`src/rtl/adder_pkg.sv`:
```
// Shared definitions for the registered ripple-carry adder: default width and
// a reference model of the exact (a+b) mod 2^n sum with its carry-out.
package adder_pkg;

    localparam int ADDER_N_DEFAULT = 18;

    // Widest operand the reference model can handle.
    localparam int ADDER_N_MAX = 64;

    typedef struct packed {
        logic                   carry;
        logic [ADDER_N_MAX-1:0] sum;
    } adder_result_t;

    // Operands are truncated to n bits; the carry is bit n of the exact sum.
    function automatic adder_result_t adder_model(
        input logic [ADDER_N_MAX-1:0] a,
        input logic [ADDER_N_MAX-1:0] b,
        input int                     n
    );
        logic [ADDER_N_MAX:0]   full;
        logic [ADDER_N_MAX-1:0] mask;
        adder_result_t          r;
        mask = '1;
        if (n < ADDER_N_MAX) begin
            mask = mask >> (ADDER_N_MAX - n);
        end
        full    = {1'b0, a & mask} + {1'b0, b & mask};
        r.sum   = full[ADDER_N_MAX-1:0] & mask;
        r.carry = full[n[6:0]];
        return r;
    endfunction

endpackage

```
`src/rtl/adder_if.sv`:
```
// Operand/result bundle of the adder: the harness drives the operands as
// master, the adder returns the registered sum and carry as slave.
interface adder_if
    import adder_pkg::*;
#(
    parameter int N = ADDER_N_DEFAULT
) ();

    logic [N-1:0] input1;
    logic [N-1:0] input2;
    logic [N-1:0] sum;
    logic         carry_out;

    modport master (
        output input1,
        output input2,
        input  sum,
        input  carry_out
    );

    modport slave (
        input  input1,
        input  input2,
        output sum,
        output carry_out
    );

endinterface

```
`src/rtl/full_adder_cell.sv`:
```
// One-bit full adder; chained by adder_unit into an explicit ripple so that
// switching activity looks like a gate-level carry chain.
module full_adder_cell (
    input  logic a,
    input  logic b,
    input  logic cin,
    output logic s,
    output logic cout
);

    logic p;

    assign p    = a ^ b;
    assign s    = p ^ cin;
    assign cout = (a & b) | (cin & p);

endmodule

```
`src/rtl/adder_unit.sv`:
```
// Registered N-bit unsigned adder built from a ripple of full_adder_cell
// instances; sum and carry-out are captured every rising edge.
module adder_unit
    import adder_pkg::*;
#(
    parameter int N = ADDER_N_DEFAULT
) (
    input logic   clk,
    input logic   rst,
    adder_if.slave bus
);

    generate
        if (N < 1) begin : g_bad_width
            $error("adder_unit: N must be at least 1");
        end
    endgenerate

    logic [N:0]   carry;
    logic [N-1:0] sum_comb;
    logic [N-1:0] sum_q;
    logic         carry_q;

    assign carry[0] = 1'b0;

    // No '+' here: the chain must stay a visible ripple for characterization.
    genvar i;
    generate
        for (i = 0; i < N; i++) begin : g_ripple
            full_adder_cell u_fa (
                .a    (bus.input1[i]),
                .b    (bus.input2[i]),
                .cin  (carry[i]),
                .s    (sum_comb[i]),
                .cout (carry[i+1])
            );
        end
    endgenerate

    always_ff @(posedge clk or posedge rst) begin
        if (rst) begin
            sum_q   <= '0;
            carry_q <= 1'b0;
        end else begin
            sum_q   <= sum_comb;
            carry_q <= carry[N];
        end
    end

    assign bus.sum       = sum_q;
    assign bus.carry_out = carry_q;

endmodule

```
`src/flat_wrapper.sv`:
```
// flat-port wrapper written by rule: the top's interface ports become plain ports
module adder_unit_flat import adder_pkg::*;
#(
    parameter int N = ADDER_N_DEFAULT
)
  (clk, rst, bus_input1, bus_input2, bus_sum, bus_carry_out);
  adder_if #(.N(N)) bus_i ();
  input logic clk;
  input logic rst;
  input wire logic [$bits(bus_i.input1)-1:0] bus_input1;
  input wire logic [$bits(bus_i.input2)-1:0] bus_input2;
  output wire logic [$bits(bus_i.sum)-1:0] bus_sum;
  output wire logic [$bits(bus_i.carry_out)-1:0] bus_carry_out;
  assign bus_i.input1 = bus_input1;
  assign bus_i.input2 = bus_input2;
  assign bus_sum = bus_i.sum;
  assign bus_carry_out = bus_i.carry_out;
  adder_unit #(.N(N)) u_core (.clk(clk), .rst(rst), .bus(bus_i));
endmodule
```
`config.mk`:
```
export PLATFORM = sky130hd
export DESIGN_NAME = adder_unit_flat
export DESIGN_NICKNAME = d
export VERILOG_FILES = /design/src/rtl/adder_pkg.sv /design/src/rtl/adder_if.sv /design/src/rtl/full_adder_cell.sv /design/src/rtl/adder_unit.sv /design/src/flat_wrapper.sv
export SDC_FILE = /design/constraint.sdc
export NUM_CORES = 1
export LEC_CHECK = 0
export CAP_MARGIN = 0
export CORE_MARGIN = 4
export CORE_UTILIZATION = 62
export CTS_BUF_LIST = sky130_fd_sc_hd__clkbuf_8
export DETAILED_ROUTE_END_ITERATION = 8
export DONT_BUFFER_PORTS = 1
export HOLD_SLACK_MARGIN = 0.02
export PLACE_DENSITY_LB_ADDON = 0.08
export SLEW_MARGIN = 20
export SYNTH_ARGS = -nofsm -noshare
export SYNTH_HDL_FRONTEND = slang
export SYNTH_HIERARCHICAL = 1
export SYNTH_SLANG_ARGS = --single-unit
```
`constraint.sdc`:
```
create_clock -name clk -period 0.8 [get_ports clk]
set_clock_uncertainty 0.05 [all_clocks]
set_input_delay 0.24 -clock clk [delete_from_list [all_inputs] [get_ports clk]]
set_output_delay 0.24 -clock clk [all_outputs]
set_load 0.01 [all_outputs]
```
==> results.rst <==
.. list-table::
   :header-rows: 1

   * - Metric
     - Value
   * - Result of the run
     - complete, but fails checks
   * - Violations in the final reports
     - negative setup slack
   * - Period utilization
     - 826.8%
   * - Pwr per Cell Area
     - 2265 nW/um^2
   * - Initial antenna violation count
     - 0
   * - Worst Path Buf+Inv
     - 0
   * - Per-cell routed wire length
     - 24.49 um
   * - Count of vias placed by the detailed router
     - 347
   * - Final Max Slew Viols
     - 0
   * - Cell type with the highest aggregate area in the netlist
     - dfrtp_1
   * - Detailed-route vias per instance
     - between 5 and 6
   * - Critical path type
     - input pin to flop
   * - Share of flip-flops with an asynchronous set or reset after synthesis
     - 100.0%
   * - Fraction of the yosys area taken by sequential cells
     - 56.38%
   * - Longest individual stage delay on the worst path
     - roughly 0.43 ns
   * - Remaining design rule violation count
     - 0
   * - Number of synthesized flops with an enable pin
     - 0
   * - Number of global-route vias before repair
     - 477
   * - RSZ-0062 raised after global routing
     - yes
   * - Effective utilization at floorplan
     - 65.63%
   * - Share of power burned in the clock network
     - 28.4%
   * - Post-Route Setup TNS
     - -59.89 ns
   * - Final design instance area without fill
     - 974.7 sq um
   * - Count of input and output buffers
     - 0
   * - Number of max-cap violations
     - 0
   * - Cells after Synth
     - 39
   * - Detailed-placement wirelength estimate
     - 1317 um
   * - Average instance area after synthesis
     - 21.62 sq um
   * - Layout area overhead
     - 15.58%
   * - Synthesized Nets
     - 95
   * - Die area
     - 2014 sq um
   * - Switching share of power
     - 26.39%
   * - Clock Sinks
     - 19
   * - Yosys synthesis warning count
     - 6
   * - Core footprint
     - 1285 sq um
   * - Worst path most repeated cell
     - fa_2
   * - Post-CTS Setup Inserts
     - 0
   * - Die H
     - 44.88 um
   * - Buffer cell driving the clock tree root
     - clkbuf_8
   * - Final critical-path required period
     - 6.614 ns
   * - Clock buffer count from CTS
     - 3
   * - Slowest-stage cell, CP
     - fa_1
   * - Overall power
     - 0.002208 W
   * - Path class of the lowest-slack min-delay path
     - input pin to flop
   * - Clock slew at reported path FFs
     - 0.06 ns
   * - I/O pin count
     - 57
   * - Upper clock frequency limit
     - ~0.15 GHz
   * - H-Tree Depth
     - 1
   * - Fin. Hold Viols
     - 0
   * - Final core area utilization
     - between 70% and 80%
   * - Number of DRC markers in iteration 0
     - 1
   * - Count of standard-cell rows
     - 13
   * - Die Width
     - 44.88 um
   * - Most used DFF post-synth
     - dfrtp_1
   * - Net Sw Power
     - 0.0005828 W
   * - Cell with the most instances after synthesis
     - dfrtp_1
   * - Number of storage elements in the synthesis netlist
     - 19
   * - Cell family with the largest share of critical-path delay
     - adder cells
   * - Hold Startpoint
     - bus_input2[17]
   * - Leakage dissipation
     - 0.3880 nW
   * - Worst setup path startpoint
     - bus_input1[0]
   * - Wirelength, routed
     - 1494 um
   * - Cell area after placement
     - around 920 sq um
   * - Worst setup slack after layout
     - -5.814 ns
   * - # resized after CTS
     - 0
   * - Ant diodes
     - 0
   * - Grt ovf
     - 0
   * - Data required, critical path
     - around 0.88 ns
   * - Leading post-synthesis cells by cell area
     - dfrtp_1 (56%), fa_1 (43%), conb_1 (0.45%), inv_1 (0.45%)
   * - Global-route wire length before repair
     - 2359 um
   * - Endpoints failing setup
     - 37
   * - Crit path capture type
     - flop
   * - ANT nets after route
     - 0
   * - Maximum buffer depth of the clock tree
     - 2
   * - Number of nets in the finished design
     - 103
   * - Number of detailed-route iterations in the first pass
     - 3
   * - Number of distinct library cells after synthesis
     - 4
   * - Portion of synthesized cell area occupied by the leading cell type
     - 56.38%
   * - Cell Area, Synth
     - about 840 sq um
   * - CTS tree
     - yes
   * - Worst IR drop on VDD
     - 1398 uV
   * - Cells traversed along the worst timing path
     - fa_2, fa_2, fa_2, fa_2, fa_2, fa_2, fa_2, fa_2, fa_2, fa_2, fa_2, fa_2, fa_2, fa_2, fa_2, fa_2, fa_2, fa_1
   * - Setup crit start kind
     - input pin
   * - Final estimated routing congestion in global placement
     - ~0.65
   * - Crit Path Max Fanout
     - 1
   * - Proportion of layout cells with a drive suffix above 1
     - 47.83%
   * - Comb power frac
     - 11.7%
   * - Critical path data arrival time
     - 6.69 ns
   * - Power share of the sequential group
     - about three fifths
   * - Largest net degree at the start of global routing
     - 11
   * - Total track usage
     - 18.84%
   * - Internal power consumption
     - between 0.0015 and 0.002 W
   * - Top cells by count, synth
     - dfrtp_1 (19), fa_1 (18), conb_1 (1), inv_1 (1)
[metrics by stage]
stage / hold slack, ns / std cells / worst slack (ns)
CTS: 0.1077 / 61 / -5.827
detailed placement: 0.09565 / 56 / -6.082
global route: 0.09857 / 61 / -5.971
finish: 0.1094 / 61 / -5.814
global placement: 0.07727 / 56 / -5.953
floorplan: 0.1411 / 39 / -5.868
[worst paths after layout]
path,to,slack [ns],cells past startpoint
min in group asynchronous,u_core/bus.sum[3]$_DFF_PP0_,0.38,3
setup / recovery,u_core/bus.sum[17]$_DFF_PP0_,-5.81,18
hold / removal,u_core/bus.sum[17]$_DFF_PP0_,0.11,1
max in group asynchronous,u_core/bus.sum[13]$_DFF_PP0_,0.19,3
[power groups by stage]
stage               Combinational (W)  Clock (W)  Sequential (W)
global route                 0.000316   0.000698         0.00134
global placement             0.000205          0         0.00134
detailed placement           0.000260          0         0.00135
CTS                          0.000267   0.000643         0.00133
finish                       0.000258   0.000627         0.00132
floorplan                    0.000169          0         0.00131
[layout by cell type (no fill, tap or decap), drive strengths merged]
| cell type | Yosys | layout |
|---|---|---|
| dfrtp | 19 | 19 |
| fa | 18 | 18 |
| conb | 1 | 1 |
| buf | 0 | 2 |
| clkbuf | 0 | 3 |
| dlygate4sd3 | 0 | 1 |
| inv | 1 | 2 |
[flip-flops by register name, indices dropped and copies added, names as in the netlist]
| register | cells |
|---|---|
| u_core/bus.sum | 18 |
| u_core/bus.carry_out | 1 |
[kinds of logic after synthesis]
| family | synth area share [%] |
|---|---|
| buffers and inverters | 0.4447 |
| other | 0.4447 |
| DFF | 56.38 |
| adders and majority gates | 42.73 |
[timing repair]
item                                   CTS  global route
endpoints found under the hold margin   19             0
hold buffers                             1             0
setup endpoints to repair               37            37
[metal layers]
| layer | up-vias | track usage, % | part of all wire [%] |
|---|---|---|---|
| met2 | 30 | 28.37 | 56 |
| li1 | 127 | - | - |
| met4 | 0 | 17.54 | 3.5 |
| met5 | - | 0 | 0 |
| met1 | 186 | 23.70 | 31 |
| met3 | 4 | 2.390 | 8.8 |
[area by class of cell]
cell class              instances  area, sq um
repair buffers                  3        25.02
clock inverters                 1        3.754
fillers                        67        310.3
clock buffers                   3        41.29
multi-input cells              19        406.6
flip-flops and latches         19        475.5
well taps                      15        18.77
inverters                       1        3.754
No activity file was read; power rests on OpenSTA's default activity.
